## config.mk

```make
export PLATFORM = sky130hd
export DESIGN_NAME = fetch_stage_flat
export DESIGN_NICKNAME = d
export VERILOG_FILES = /design/src/rtl/fetch_stage_pkg.sv /design/src/rtl/fetch_stage_if.sv /design/src/rtl/fetch_out_buf.sv /design/src/rtl/fetch_stage.sv /design/src/flat_wrapper.sv
export SDC_FILE = /design/constraint.sdc
export NUM_CORES = 1
export LEC_CHECK = 0
export BUFFER_PORTS_ARGS = -buffer_cell sky130_fd_sc_hd__buf_2
export CORE_MARGIN = 5
export CORE_UTILIZATION = 55
export CTS_BUF_LIST = sky130_fd_sc_hd__clkbuf_8
export DETAILED_ROUTE_END_ITERATION = 10
export HOLD_SLACK_MARGIN = 0.03
export PLACE_DENSITY = 0.94
export SLEW_MARGIN = 15
export SYNTH_ARGS = -nofsm -noshare
export SYNTH_HDL_FRONTEND = slang
export SYNTH_HIERARCHICAL = 1
export SYNTH_SLANG_ARGS = --single-unit
```

## constraint.sdc

```tcl
create_clock -name clk -period 3.6 [get_ports clk]
set_input_delay 0.54 -clock clk [delete_from_list [all_inputs] [get_ports clk]]
set_output_delay 0.54 -clock clk [all_outputs]
set_load 0.02 [all_outputs]
```

## src/rtl/fetch_stage_pkg.sv

```systemverilog
// Shared types and constants for the instruction-fetch stage.
package fetch_stage_pkg;
  localparam int XLEN = 32;
  localparam logic [XLEN-1:0] PC_STEP = 32'd4;

  typedef enum logic [1:0] {
    S_IDLE,
    S_REQ,
    S_WAIT,
    S_DISCARD
  } fetch_state_e;
endpackage

```

## src/rtl/fetch_stage_if.sv

```systemverilog
// Fetch-stage bus bundle: imem request/response channel plus the decode handoff.
interface fetch_stage_if;
  import fetch_stage_pkg::*;

  logic            imem_req_valid;
  logic [XLEN-1:0] imem_req_addr;
  logic            imem_req_ready;
  logic            imem_rsp_valid;
  logic [XLEN-1:0] imem_rsp_data;
  logic            if_valid;
  logic [XLEN-1:0] if_instr;
  logic [XLEN-1:0] if_pc;
  logic            id_ready;

  modport master (
    output imem_req_valid, imem_req_addr, if_valid, if_instr, if_pc,
    input  imem_req_ready, imem_rsp_valid, imem_rsp_data, id_ready
  );

  modport slave (
    input  imem_req_valid, imem_req_addr, if_valid, if_instr, if_pc,
    output imem_req_ready, imem_rsp_valid, imem_rsp_data, id_ready
  );
endinterface

```

## src/rtl/fetch_out_buf.sv

```systemverilog
// Single-entry valid/ready holding register between fetch and decode; flush wins over load.
module fetch_out_buf
  import fetch_stage_pkg::*;
(
  input  logic            clk,
  input  logic            rst_n,
  input  logic            i_load,
  input  logic            i_flush,
  input  logic            i_ready,
  input  logic [XLEN-1:0] i_instr,
  input  logic [XLEN-1:0] i_pc,
  output logic            o_valid,
  output logic [XLEN-1:0] o_instr,
  output logic [XLEN-1:0] o_pc
);
  logic            r_valid;
  logic [XLEN-1:0] r_instr;
  logic [XLEN-1:0] r_pc;

  always_ff @(posedge clk or negedge rst_n) begin
    if (!rst_n) begin
      r_valid <= 1'b0;
      r_instr <= '0;
      r_pc    <= '0;
    end else if (i_flush) begin
      r_valid <= 1'b0;
    end else if (i_load) begin
      r_valid <= 1'b1;
      r_instr <= i_instr;
      r_pc    <= i_pc;
    end else if (r_valid && i_ready) begin
      r_valid <= 1'b0;
    end
  end

  assign o_valid = r_valid;
  assign o_instr = r_instr;
  assign o_pc    = r_pc;
endmodule

```

## src/rtl/fetch_stage.sv

```systemverilog
// Instruction-fetch stage: PC register, one-outstanding imem FSM, redirect flush.
// Optional FETCH_PERF_EN adds perf_fetched / perf_flushes counters.
module fetch_stage
  import fetch_stage_pkg::*;
#(
  parameter logic [XLEN-1:0] RESET_PC = 32'h0000_0000
) (
  input  logic            clk,
  input  logic            rst_n,
  input  logic [XLEN-1:0] next_pc,
  input  logic            redirect,
  output logic [XLEN-1:0] pc_plus4,
  fetch_stage_if.master   bus
`ifdef FETCH_PERF_EN
  ,
  output logic [XLEN-1:0] perf_fetched,
  output logic [XLEN-1:0] perf_flushes
`endif
);
  fetch_state_e    r_state;
  logic [XLEN-1:0] r_pc;
  logic [XLEN-1:0] r_req_pc;

  logic            w_if_valid;
  logic [XLEN-1:0] w_if_instr;
  logic [XLEN-1:0] w_if_pc;
  logic [XLEN-1:0] w_next_pc;
  logic            w_req_valid;
  logic            w_accept;
  logic            w_load;

  assign w_next_pc   = {next_pc[XLEN-1:2], 2'b00};
  // Request gated only by registered state so decode/imem never loop back combinationally.
  assign w_req_valid = (r_state == S_REQ) && !w_if_valid;
  assign w_accept    = w_req_valid && bus.imem_req_ready;
  assign w_load      = (r_state == S_WAIT) && bus.imem_rsp_valid && !redirect;

  always_ff @(posedge clk or negedge rst_n) begin
    if (!rst_n) begin
      r_state  <= S_IDLE;
      r_pc     <= RESET_PC;
      r_req_pc <= '0;
    end else begin
      case (r_state)
        S_IDLE: begin
          if (redirect) r_pc <= w_next_pc;
          r_state <= S_REQ;
        end
        S_REQ: begin
          if (w_accept) begin
            r_req_pc <= r_pc;
            r_pc     <= w_next_pc;
            r_state  <= redirect ? S_DISCARD : S_WAIT;
          end else if (redirect) begin
            r_pc <= w_next_pc;
          end
        end
        S_WAIT: begin
          if (redirect) begin
            r_pc    <= w_next_pc;
            r_state <= bus.imem_rsp_valid ? S_REQ : S_DISCARD;
          end else if (bus.imem_rsp_valid) begin
            r_state <= S_REQ;
          end
        end
        S_DISCARD: begin
          if (redirect) r_pc <= w_next_pc;
          // The stale response is the only one outstanding, so leave on it even during a redirect.
          if (bus.imem_rsp_valid) r_state <= S_REQ;
        end
        default: r_state <= S_IDLE;
      endcase
    end
  end

  fetch_out_buf u_out_buf (
    .clk     (clk),
    .rst_n   (rst_n),
    .i_load  (w_load),
    .i_flush (redirect),
    .i_ready (bus.id_ready),
    .i_instr (bus.imem_rsp_data),
    .i_pc    (r_req_pc),
    .o_valid (w_if_valid),
    .o_instr (w_if_instr),
    .o_pc    (w_if_pc)
  );

  assign pc_plus4           = r_pc + PC_STEP;
  assign bus.imem_req_valid = w_req_valid;
  assign bus.imem_req_addr  = r_pc;
  assign bus.if_valid       = w_if_valid;
  assign bus.if_instr       = w_if_instr;
  assign bus.if_pc          = w_if_pc;

`ifdef FETCH_PERF_EN
  logic [XLEN-1:0] r_perf_fetched;
  logic [XLEN-1:0] r_perf_flushes;

  always_ff @(posedge clk or negedge rst_n) begin
    if (!rst_n) begin
      r_perf_fetched <= '0;
      r_perf_flushes <= '0;
    end else begin
      if (w_if_valid && bus.id_ready && !redirect) r_perf_fetched <= r_perf_fetched + 1'b1;
      if (redirect)                                r_perf_flushes <= r_perf_flushes + 1'b1;
    end
  end

  assign perf_fetched = r_perf_fetched;
  assign perf_flushes = r_perf_flushes;
`endif
endmodule

```

## src/flat_wrapper.sv

```systemverilog
// flat-port wrapper written by rule: the top's interface ports become plain ports
module fetch_stage_flat import fetch_stage_pkg::*;
#(
  parameter logic [XLEN-1:0] RESET_PC = 32'h0000_0000
)
  (clk, rst_n, next_pc, redirect, pc_plus4, bus_imem_req_valid, bus_imem_req_addr, bus_if_valid, bus_if_instr, bus_if_pc, bus_imem_req_ready, bus_imem_rsp_valid, bus_imem_rsp_data, bus_id_ready);
  fetch_stage_if bus_i ();
  input  logic clk;
  input  logic rst_n;
  input  logic [XLEN-1:0] next_pc;
  input  logic redirect;
  output logic [XLEN-1:0] pc_plus4;
  output wire logic [$bits(bus_i.imem_req_valid)-1:0] bus_imem_req_valid;
  output wire logic [$bits(bus_i.imem_req_addr)-1:0] bus_imem_req_addr;
  output wire logic [$bits(bus_i.if_valid)-1:0] bus_if_valid;
  output wire logic [$bits(bus_i.if_instr)-1:0] bus_if_instr;
  output wire logic [$bits(bus_i.if_pc)-1:0] bus_if_pc;
  input wire logic [$bits(bus_i.imem_req_ready)-1:0] bus_imem_req_ready;
  input wire logic [$bits(bus_i.imem_rsp_valid)-1:0] bus_imem_rsp_valid;
  input wire logic [$bits(bus_i.imem_rsp_data)-1:0] bus_imem_rsp_data;
  input wire logic [$bits(bus_i.id_ready)-1:0] bus_id_ready;
  assign bus_imem_req_valid = bus_i.imem_req_valid;
  assign bus_imem_req_addr = bus_i.imem_req_addr;
  assign bus_if_valid = bus_i.if_valid;
  assign bus_if_instr = bus_i.if_instr;
  assign bus_if_pc = bus_i.if_pc;
  assign bus_i.imem_req_ready = bus_imem_req_ready;
  assign bus_i.imem_rsp_valid = bus_imem_rsp_valid;
  assign bus_i.imem_rsp_data = bus_imem_rsp_data;
  assign bus_i.id_ready = bus_id_ready;
  fetch_stage #(.RESET_PC(RESET_PC)) u_core (.clk(clk), .rst_n(rst_n), .next_pc(next_pc), .redirect(redirect), .pc_plus4(pc_plus4), .bus(bus_i));
endmodule
```

After elaboration in Yosys (flattened, before gate mapping) --
Index checks and enable logic that the tools add are counted.
Cells by class: bitwise gates (word level) 1, equality and inequality tests 4, add/sub/neg operators 1, reduce and logical (&&, ||, !) cells 12, multiplexer cells 12
Operators with widths (count):
- $mux W32 | 2
- $pmux W32 S2 | 1
- $add A32 B3 Y32 const B | 1
- $mux W2 | 4
- $pmux W2 S4 | 1
- $logic_and A1 B1 Y1 | 5
- $eq A2 B2 Y1 const B | 2
- $mux W1 | 4
- $reduce_and A2 Y1 | 2
- $reduce_bool A3 Y1 | 1
- $reduce_or A3 Y1 | 1
- $eq A2 B1 Y1 const B | 1
- $logic_not A1 Y1 | 2
- $logic_not A2 Y1 | 1
- $ne A2 B1 Y1 const B | 1
- $not A1 Y1 | 1
Storage, ports and cells: flip-flop bits (word level) 131, input port bits 70

Logic depth before layout (Yosys ltp) --
Gate-level depths: netlist of the first run.
depth in word-level cells 5, depth in mapped cells 7, mapped depth without buffers 5

Hierarchy --
The synthesis of the first run kept the hierarchy.
Modules (own cells, without submodules):
- fetch_stage | seq. area each 1651.6 um^2, times used 1, cells an instance 229, area each 3067.9 um^2
- fetch_out_buf | seq. area each 1626.6 um^2, times used 1, cells an instance 140, area each 2741.4 um^2

Worst setup path after synthesis of the first run --
OpenSTA, ideal clock, no wires.
path kind flip-flop to output port, start register u_core.r_pc[2], in the netlist u_core/bus.imem_req_addr[2], end output pc_plus4[14], arrival 1.845 ns, slack 1.215 ns, required time 3.060 ns, stages on the path, launching flop included 8, path buffers 2, cell sequence dfrtp_1 -> ha_1 -> and4_1 -> buf_2 -> nor2b_1 -> buf_2 -> nand4_1 -> xnor2_1
On the way: longest elaborated chain between the ends 1
Ends and longest elaborated chain:
- from (decl) | line fetch_stage.sv:21 | logic [XLEN-1:0] r_pc;
- from (signal assigned) | line fetch_stage.sv:46 | if (redirect) r_pc <= w_next_pc;
- from (signal assigned) | line fetch_stage.sv:52 | r_pc <= w_next_pc;
- from (signal assigned) | line fetch_stage.sv:55 | r_pc <= w_next_pc;
- $add A32 B3 Y32 | line fetch_stage.sv:89 | assign pc_plus4 = r_pc + PC_STEP;
- to (decl) | line flat_wrapper.sv:12 | output logic [XLEN-1:0] pc_plus4;
Every way passes these cells.

Final worst setup path of the first run --
start register u_core.r_pc[2], in the netlist u_core/bus.imem_req_addr[2], end output pc_plus4[22]
The elaborated chain is that of the path after synthesis.

==> results of run 1 <==
-- synth_stat cells, drive strengths merged (2+ instances only) --
library cell,n,share of area
inv,3,0.0019
buf,19,0.039
xnor2,23,0.035
nand4,11,0.013
nand3,10,0.0086
nand2,11,0.0071
xor2,5,0.0075
and4,3,0.0047
nor2,5,0.0045
a21oi,2,0.0017
nand4b,2,0.0030
dfrtp,131,0.56
and2,4,0.0043
mux2,126,0.28
and3,5,0.0056
nor2b,2,0.0034
-- power by group --
part           switching (uW)  leakage, uW  internal, uW  total (uW)
Combinational             846      0.00175           798        1640
Clock                     561     0.000219           791        1350
Sequential                317      0.00165          1930        2250
-- path summary, 6_finish.rpt --
path / depth (start not counted) / slack [ps] / to
max: 6 / 420 / pc_plus4[22]
min: 1 / 50 / u_core/r_req_pc[12]$_DFFE_PN0P_
max reg2reg: 4 / 1140 / u_core/bus.imem_req_addr[6]$_DFF_PN0_
min reg2reg: 1 / 510 / u_core/u_out_buf/o_instr[27]$_DFFE_PN0P_
max in group asynchronous: 2 / 2740 / u_core/u_out_buf/o_pc[11]$_DFFE_PN0P_
min in group clk: 2 / 330 / u_core/bus.imem_req_addr[28]$_DFF_PN0_
-- kinds of logic after synthesis --
group | after synthesis | synth area share
AOI/OAI and AO/OA | 3 | 0.00302
muxes | 126 | 0.283
xor gates and xnor gates | 28 | 0.0422
adders and majority gates | 1 | 0.00215
DFF | 131 | 0.564
buffers and inverters | 22 | 0.0409
and+or+nand+nor | 58 | 0.0644
-- final cells by class --
type | instances | area, um2 | share of cell area
flip-flops and latches | 131 | 3280 | 0.452
inverters | 3 | 11.3 | 0.00155
clock inverters | 13 | 183 | 0.0252
repair buffers | 200 | 1050 | 0.145
multi-input cells | 216 | 2290 | 0.316
well taps | 136 | 170 | 0.0235
clock buffers | 19 | 262 | 0.0361
-- routing by layer --
metal / GRT usage / vias up / share of wire
li1: - / 1691 / -
met1: 0.248 / 1868 / 0.40
met2: 0.359 / 126 / 0.52
met3: 0.0631 / 21 / 0.063
met4: 0.0681 / 2 / 0.019
met5: 0 / - / 0.0015
-- worst register-to-register path, delay by kind of cell, from the launching register on --
kind | cells | cell delay, ps
simple gates | 3 | 1500
flops | 1 | 390
mux | 1 | 450
-- metrics by stage --
step / total power (uW) / worst slack, ps
floorplan: 3340 / 1210
global placement: 3850 / 1010
detailed placement: 3930 / 901
CTS: 5300 / 421
global route: 5510 / 239
finish: 5240 / 417
-- sequential cells by signal, indices dropped and copies added (netlist names) --
| signal | flops |
|---|---|
| u_core/u_out_buf/o_instr | 32 |
| u_core/r_req_pc | 32 |
| u_core/u_out_buf/o_pc | 32 |
| u_core/r_state | 2 |
| u_core/u_out_buf/o_valid | 1 |
| u_core/bus.imem_req_addr | 32 |
==> metrics.yaml, run 1 <==
outcome:
  status: "finished, final reports clean"
layout:
  area_delta_synth_final_pct: 24.8
  final_common_cell: "buf_2"
  layout.cells.non_filler: 718
  final_util: 0.702
  fillers: 700
  final_cell_mix: "196 x buf_2, 131 x dfrtp_1, 65 x mux2_2"
  drive_above_1_share: 0.627
  finalNetCount: 640
  antenna_cells: 0
  final_cell_area_mm2: 0.00725
place:
  place_area_mm2: 0.00681
  hpwl_um: 9520
  port_buffers: 197
  dp.cells: 686
  routabilityCongestion: 0.803
critical_path:
  endpoint_kind: "output pin"
  crit-reg2reg-launch: "u_core/r_state[0]$_DFFE_PN0P_"
  crit_arrival_ps: 2640
  slowest_stage: "nor2b_1"
  crit_family: "simple AND/OR/NAND/NOR gates"
  cp.required_ps: 3060
  startpoint: "u_core/bus.imem_req_addr[2]$_DFF_PN0_"
  path_buf_inv: 1
  worst-setup-path-type: "reg -> out"
  start_kind: "flop"
  critical-path-max-stage-delay_ps: 520
  cp_cell_sequence: "ha_1 > and4_1 > nor2b_1 > nand4_1 > xnor2_1 > buf_2"
  crit_path_max_fanout: 7
global_routing:
  grt_overflow: 0
  grt_pass1_vias: 4059
  grt_start_max_net_pins: 81
  grtUsageTotal: 0.208
  grt_pass1_wl_um: 21100
  antenna_found_initial: 1
cts:
  postCtsSetupBuffers: 0
  tritoncts: "built"
  cts.repair.resized: 0
  htree_levels: 4
  clk_path_buf_depth: 2
  ctsHoldBuffers: 0
  cts_buffers: 17
  clockRootBuffer: "clkbuf_8"
  clock_latency_ps: 420
  clock_sinks: 131
  path_clk_slew_ps: 70
timing:
  fmax_ghz: 0.314
  fin_hold_ws_ps: 47.9
  hold_viol: 0
  setup_viol: 0
  post-route-period-util: 0.884
  fin_setup_tns_ps: 0
  tightest_slew_ps: 957
  rsz0062_at_grt: "no"
  slew_violations: 0
  relSlewSlack: 0.361
  fin_skew_ps: 8.86
  timing.final.crit_period_ps: 3180
yosys:
  synth.distinct_cells: 33
  async_reset_ff_frac: 1.00
  postSynthNetCount: 440
  synth_flop_cell: "dfrtp_1"
  yosys_register_bits: 131
  synth_cells: 369
  avgSynthCellArea_um2: 15.7
  ys_seq_area_frac: 0.564
  synth_area_mm2: 0.00581
  yosysWarnings: 6
  synth_edf_count: 0
floorplan:
  ioPinCount: 200
  die_w_um: 113
  die_area_mm2: 0.0127
  core_mm2: 0.0103
  die_y_um: 113
  rows: 37
  start_util: 0.563
detailed_routing:
  firstDrtPassIters: 5
  wl_per_cell_um: 18.2
  drcViolationCount: 0
  detail-route-antenna-nets: 0
  routed_wl_um: 13000
  vias: 3708
  drt_iter0_markers: 183
  vias_per_cell: 5.16
job:
  drv_cap: 0
power:
  p_leak_uw: 0.00362
  p_per_area_mw_per_mm2: 723
  ir_worst_vdd_mv: 0.450
min_path:
  worstHoldPathType: "in -> async"
Note: power is estimated with default switching activity, not from simulation.
==> run 2: changes to the inputs <==
- PLACE_DENSITY: 0.94 -> 0.95
- SYNTH_HIERARCHICAL: 1 -> default
==> metrics.yaml, run 2 <==
timing:
  fin_setup_tns_ps: 0
  post-route-period-util: 0.814
  rsz0062_at_grt: "no"
  fmax_ghz: 0.341
  fin_skew_ps: 9.88
  hold_viol: 0
  tightest_slew_ps: 876
  setup_viol: 0
  slew_violations: 0
  relSlewSlack: 0.416
  timing.final.crit_period_ps: 2930
detailed_routing:
  detail-route-antenna-nets: 0
  wl_per_cell_um: 18.2
  drt_iter0_markers: 175
  routed_wl_um: 13000
  drcViolationCount: 0
  vias_per_cell: 5.22
  firstDrtPassIters: 4
  vias: 3724
global_routing:
  grtUsageTotal: 0.222
  antenna_found_initial: 0
  grt_start_max_net_pins: 73
  grt_pass1_wl_um: 20300
  grt_pass1_vias: 3985
  grt_overflow: 0
layout:
  layout.cells.non_filler: 714
  final_cell_mix: "196 x buf_2, 131 x dfrtp_1, 98 x mux2_2"
  final_common_cell: "buf_2"
  antenna_cells: 0
  drive_above_1_share: 0.587
  finalNetCount: 639
  area_delta_synth_final_pct: 28.7
yosys:
  yosys_register_bits: 131
  yosysMostFrequentCell: "dfrtp_1"
  synthTopCellsByArea: "dfrtp_1 60%, mux2_2 20%, mux2_1 5.8%"
  synth_common_cells: "131 x dfrtp_1, 98 x mux2_2, 28 x mux2_1"
  synth_edf_count: 0
  avgSynthCellArea_um2: 15.0
  synth_area_mm2: 0.00547
  yosysWarnings: 0
  ys_seq_area_frac: 0.599
  synth_top_area_share: 0.599
  synth.distinct_cells: 29
  yosysTopAreaCell: "dfrtp_1"
  postSynthNetCount: 435
  async_reset_ff_frac: 1.00
  synth_flop_cell: "dfrtp_1"
  synth_cells: 364
critical_path:
  crit_arrival_ps: 2390
  worst-setup-path-type: "reg -> out"
  crit-reg2reg-launch: "u_core.r_state[0]$_DFFE_PN0P_"
  endpoint_kind: "output pin"
  cp.required_ps: 3060
  reg2reg_depth: 5
  start_kind: "flop"
  crit_path_max_fanout: 8
  r2r_slack_ps: 1110
  rr_endpoint: "u_core.bus.imem_req_addr[30]$_DFF_PN0_"
place:
  routabilityCongestion: 0.799
  hpwl_um: 9570
  dp.cells: 682
  port_buffers: 197
cts:
  tritoncts: "built"
  clk_path_buf_depth: 2
  htree_levels: 4
  clock_sinks: 131
  cts_buffers: 17
  cts.repair.resized: 0
  ctsHoldBuffers: 0
  clock_latency_ps: 420
  postCtsSetupBuffers: 0
  path_clk_slew_ps: 80
  clockRootBuffer: "clkbuf_8"
job:
  drv_cap: 0
min_path:
  worstHoldPathType: "in -> async"
floorplan:
  die_area_mm2: 0.0120
  ioPinCount: 200
  start_util: 0.562
  die_w_um: 110
  core_mm2: 0.00973
  rows: 36
  die_y_um: 110
power:
  ir_worst_vdd_mv: 0.495
  p_leak_uw: 0.00351
  p_per_area_mw_per_mm2: 825
outcome:
  status: "finished, final reports clean"
-- run 2: cell count changes after synthesis, sizes merged, moves of 3 or more --
cell / change
and4: -3
nor2: +4
and3: -3
buf: -3
nand2: -3
nand3: +4
-- run 2: worst max-delay path, cell delays in order, from the launching register on --
cell     delay (ps)
dfrtp_1         480
ha_1            240
nand3_1         260
nor3_4          430
nand3_1         160
xnor2_1         210
buf_2           190
-- run 2: logic make-up (layout without fill, tap and decap cells) --
family	count (synthesis)	in the layout	synth area share
adder cells (fa/ha/maj)	1	1	0.00229
XOR/XNOR	28	28	0.0448
flip-flops	131	131	0.599
AND/OR/NAND/NOR	56	56	0.0677
buffers and inverters	20	237	0.0245
AO/OA/AOI/OAI	2	2	0.00229
multiplexers	126	126	0.259
-- run 2: layout make-up --
class | instances | area, um2
fill | 663 | 2690
multi-input combinational | 213 | 2070
clock buffer | 18 | 248
tap | 133 | 166
sequential | 131 | 3280
inverter | 4 | 15.0
clock inverter | 14 | 235
timing repair buffer | 201 | 1030
-- run 2: per-layer routing --
layer  vias to the layer above  wire (um)  GRT usage
met5                         -          0          0
met4                         0        167     0.0703
met3                        14        762     0.0699
met2                       138       7170      0.391
met1                      1886       4870      0.257
li1                       1686          -          -
-- run 2: worst max path at each step --
| stage | start | end | slack [ps] | cells past startpoint |
|---|---|---|---|---|
| after detailed placement | bus_imem_req_ready | u_core.bus.imem_req_addr[16]$_DFF_PN0_ | 1050 | 5 |
| after floorplan | u_core.bus.imem_req_addr[2]$_DFF_PN0_ | pc_plus4[16] | 1330 | 5 |
| after CTS | u_core.bus.imem_req_addr[2]$_DFF_PN0_ | pc_plus4[24] | 640 | 6 |
| final | u_core.bus.imem_req_addr[2]$_DFF_PN0_ | pc_plus4[24] | 670 | 6 |
| after global routing | u_core.bus.imem_req_addr[2]$_DFF_PN0_ | pc_plus4[24] | 470 | 6 |
| after global placement | bus_imem_req_ready | u_core.bus.imem_req_addr[31]$_DFF_PN0_ | 1110 | 5 |
-- run 2: through the flow --
stage,util,hold slack [ps],cell area (um2),power [uW],worst slack (ps)
4_1_cts,0.724,186,7040,5860,639
2_1_floorplan,-,244,5470,3620,1330
3_3_place_gp,0.674,482,6560,4260,1110
5_1_grt,0.724,214,7040,6110,466
3_5_place_dp,0.674,490,6560,4390,1050
6_report,0.724,174,7040,5810,669
-- run 2: power breakdown --
group | switching (uW) | internal [uW]
clock | 557 | 911
combinational | 1090 | 832
sequential | 368 | 2040
==> run 3: changes to the inputs <==
- CORE_UTILIZATION: 55 -> 46
- PLACE_DENSITY: 0.95 -> 0.85
- clock period: 3.6 -> 2.6 ns (I/O delays scaled with it)
==> metrics.yaml, run 3 (synthesis results as in run 2) <==
job:
  drv_cap: 0
timing:
  fmax_ghz: 0.405
  rsz0062_at_grt: "yes"
  fin_setup_tns_ps: 0
  relSlewSlack: 0.714
  setup_ws_ps: 128
  setup_viol: 0
  fin_skew_ps: 8.08
  post-route-period-util: 0.951
  slew_violations: 0
  tightest_slew_ps: 429
  timing.final.crit_period_ps: 2470
  hold_viol: 0
power:
  p_per_area_mw_per_mm2: 1110
  p_leak_uw: 0.00356
  ir_worst_vdd_mv: 0.763
layout:
  antenna_cells: 0
  area_delta_synth_final_pct: 31.4
  finalNetCount: 649
  drive_above_1_share: 0.613
  final_cell_mix: "195 x buf_2, 120 x dfrtp_1, 98 x mux2_2"
  final_common_cell: "buf_2"
global_routing:
  grt_start_max_net_pins: 67
  grt_pass1_wl_um: 21300
  grt_pass1_vias: 4125
  antenna_found_initial: 0
  grt_overflow: 0
  grtUsageTotal: 0.188
detailed_routing:
  routed_wl_um: 13100
  drcViolationCount: 0
  firstDrtPassIters: 4
  detail-route-antenna-nets: 0
  wl_per_cell_um: 17.8
  vias_per_cell: 5.10
  vias: 3744
  drt_iter0_markers: 196
critical_path:
  crit_path_max_fanout: 8
  endpoint_kind: "output pin"
  start_kind: "flop"
  worst-setup-path-type: "reg -> out"
  cp.required_ps: 2210
  crit_arrival_ps: 2080
place:
  port_buffers: 197
  hpwl_um: 9630
  routabilityCongestion: 0.777
  pre_cts_slack_ps: 334
cts:
  path_clk_slew_ps: 70
  clk_path_buf_depth: 2
  clockRootBuffer: "clkbuf_8"
  clock_latency_ps: 430
  htree_levels: 4
  clock_sinks: 131
  tritoncts: "built"
  cts_buffers: 17
min_path:
  worstHoldPathType: "in -> reg"
floorplan:
  rows: 39
  start_util: 0.475
  die_y_um: 119
  core_mm2: 0.0115
  die_area_mm2: 0.0142
  die_w_um: 119
  ioPinCount: 200
outcome:
  status: "finished, final reports clean"
-- run 3: cell count changes in the layout (fill, tap and decap cells not counted), moves of 2 or more --
cell,before,now
buf_12,1,4
clkbuf_8,18,20
buf_4,4,11
clkinv_4,3,0
dfrtp_1,131,120
dfrtp_2,0,11
clkinv_2,2,4
-- run 3: critical path, cell delays in order (launching register included) --
cell and delay [ps]:
dfrtp_2 470, nand4_4 190, nor4_4 450, buf_4 190, xor2_2 170, buf_4 170
-- run 3: through the flow --
stage / std cells / hold slack (ps) / total power (uW) / util / instance area, um2
6_report: 734 / 165 / 8000 / 0.624 / 7190
5_1_grt: 734 / 141 / 8410 / 0.624 / 7190
4_1_cts: 732 / 137 / 8070 / 0.620 / 7140
3_5_place_dp: 696 / 361 / 6090 / 0.574 / 6620
3_3_place_gp: 696 / 341 / 5930 / 0.574 / 6620
2_1_floorplan: 364 / 94.4 / 5010 / - / 5470
-- run 3: path summary, 6_finish.rpt --
kind	slack, ps	endpoint	startpoint	cells past startpoint
max	130	pc_plus4[17]	u_core.bus.imem_req_addr[6]$_DFF_PN0_	5
min in group asynchronous	450	u_core.bus.imem_req_addr[17]$_DFF_PN0_	rst_n	2
min reg2reg	500	u_core.u_out_buf.o_pc[30]$_DFFE_PN0P_	u_core.u_out_buf.o_pc[30]$_DFFE_PN0P_	1
max reg2reg	920	u_core.bus.imem_req_addr[15]$_DFF_PN0_	u_core.r_state[0]$_DFFE_PN0P_	5
min	170	u_core.bus.imem_req_addr[25]$_DFF_PN0_	next_pc[25]	2
max in group asynchronous	1350	u_core.bus.imem_req_addr[4]$_DFF_PN0_	rst_n	3
-- run 3: cell type report --
| cell class | instances | area, um2 |
|---|---|---|
| Fill cell | 891 | 4330 |
| Sequential cell | 131 | 3290 |
| Multi-Input combinational cell | 213 | 2090 |
| Timing Repair Buffer | 211 | 1150 |
| Clock buffer | 20 | 275 |
| Clock inverter | 12 | 185 |
| Tap cell | 143 | 179 |
| Inverter | 4 | 15.0 |
-- run 3: timing repair --
action | 4_1_cts | 5_1_grt
hold endpoints to repair | 30 | 0
buffers inserted | 3 | 2
resized for setup | 3 | 13
gates cloned | 0 | 0
hold buffers | 1 | 0
setup endpoints to repair | 13 | 14
pin swaps | 3 | 3
-- run 3: where the power goes --
part,leakage [uW],total (uW),internal [uW],switching [uW]
Sequential,0.00161,3360,2840,520
Combinational,0.00170,2680,1170,1510
Clock,0.000241,1960,1210,754
-- run 3: per-layer routing --
metal  up-vias  part of all wire  track usage
met5         -                 0            0
met4         0             0.019       0.0746
met3        21             0.071       0.0592
met2       147              0.51        0.318
met1      1864              0.40        0.225
li1       1712                 -            -
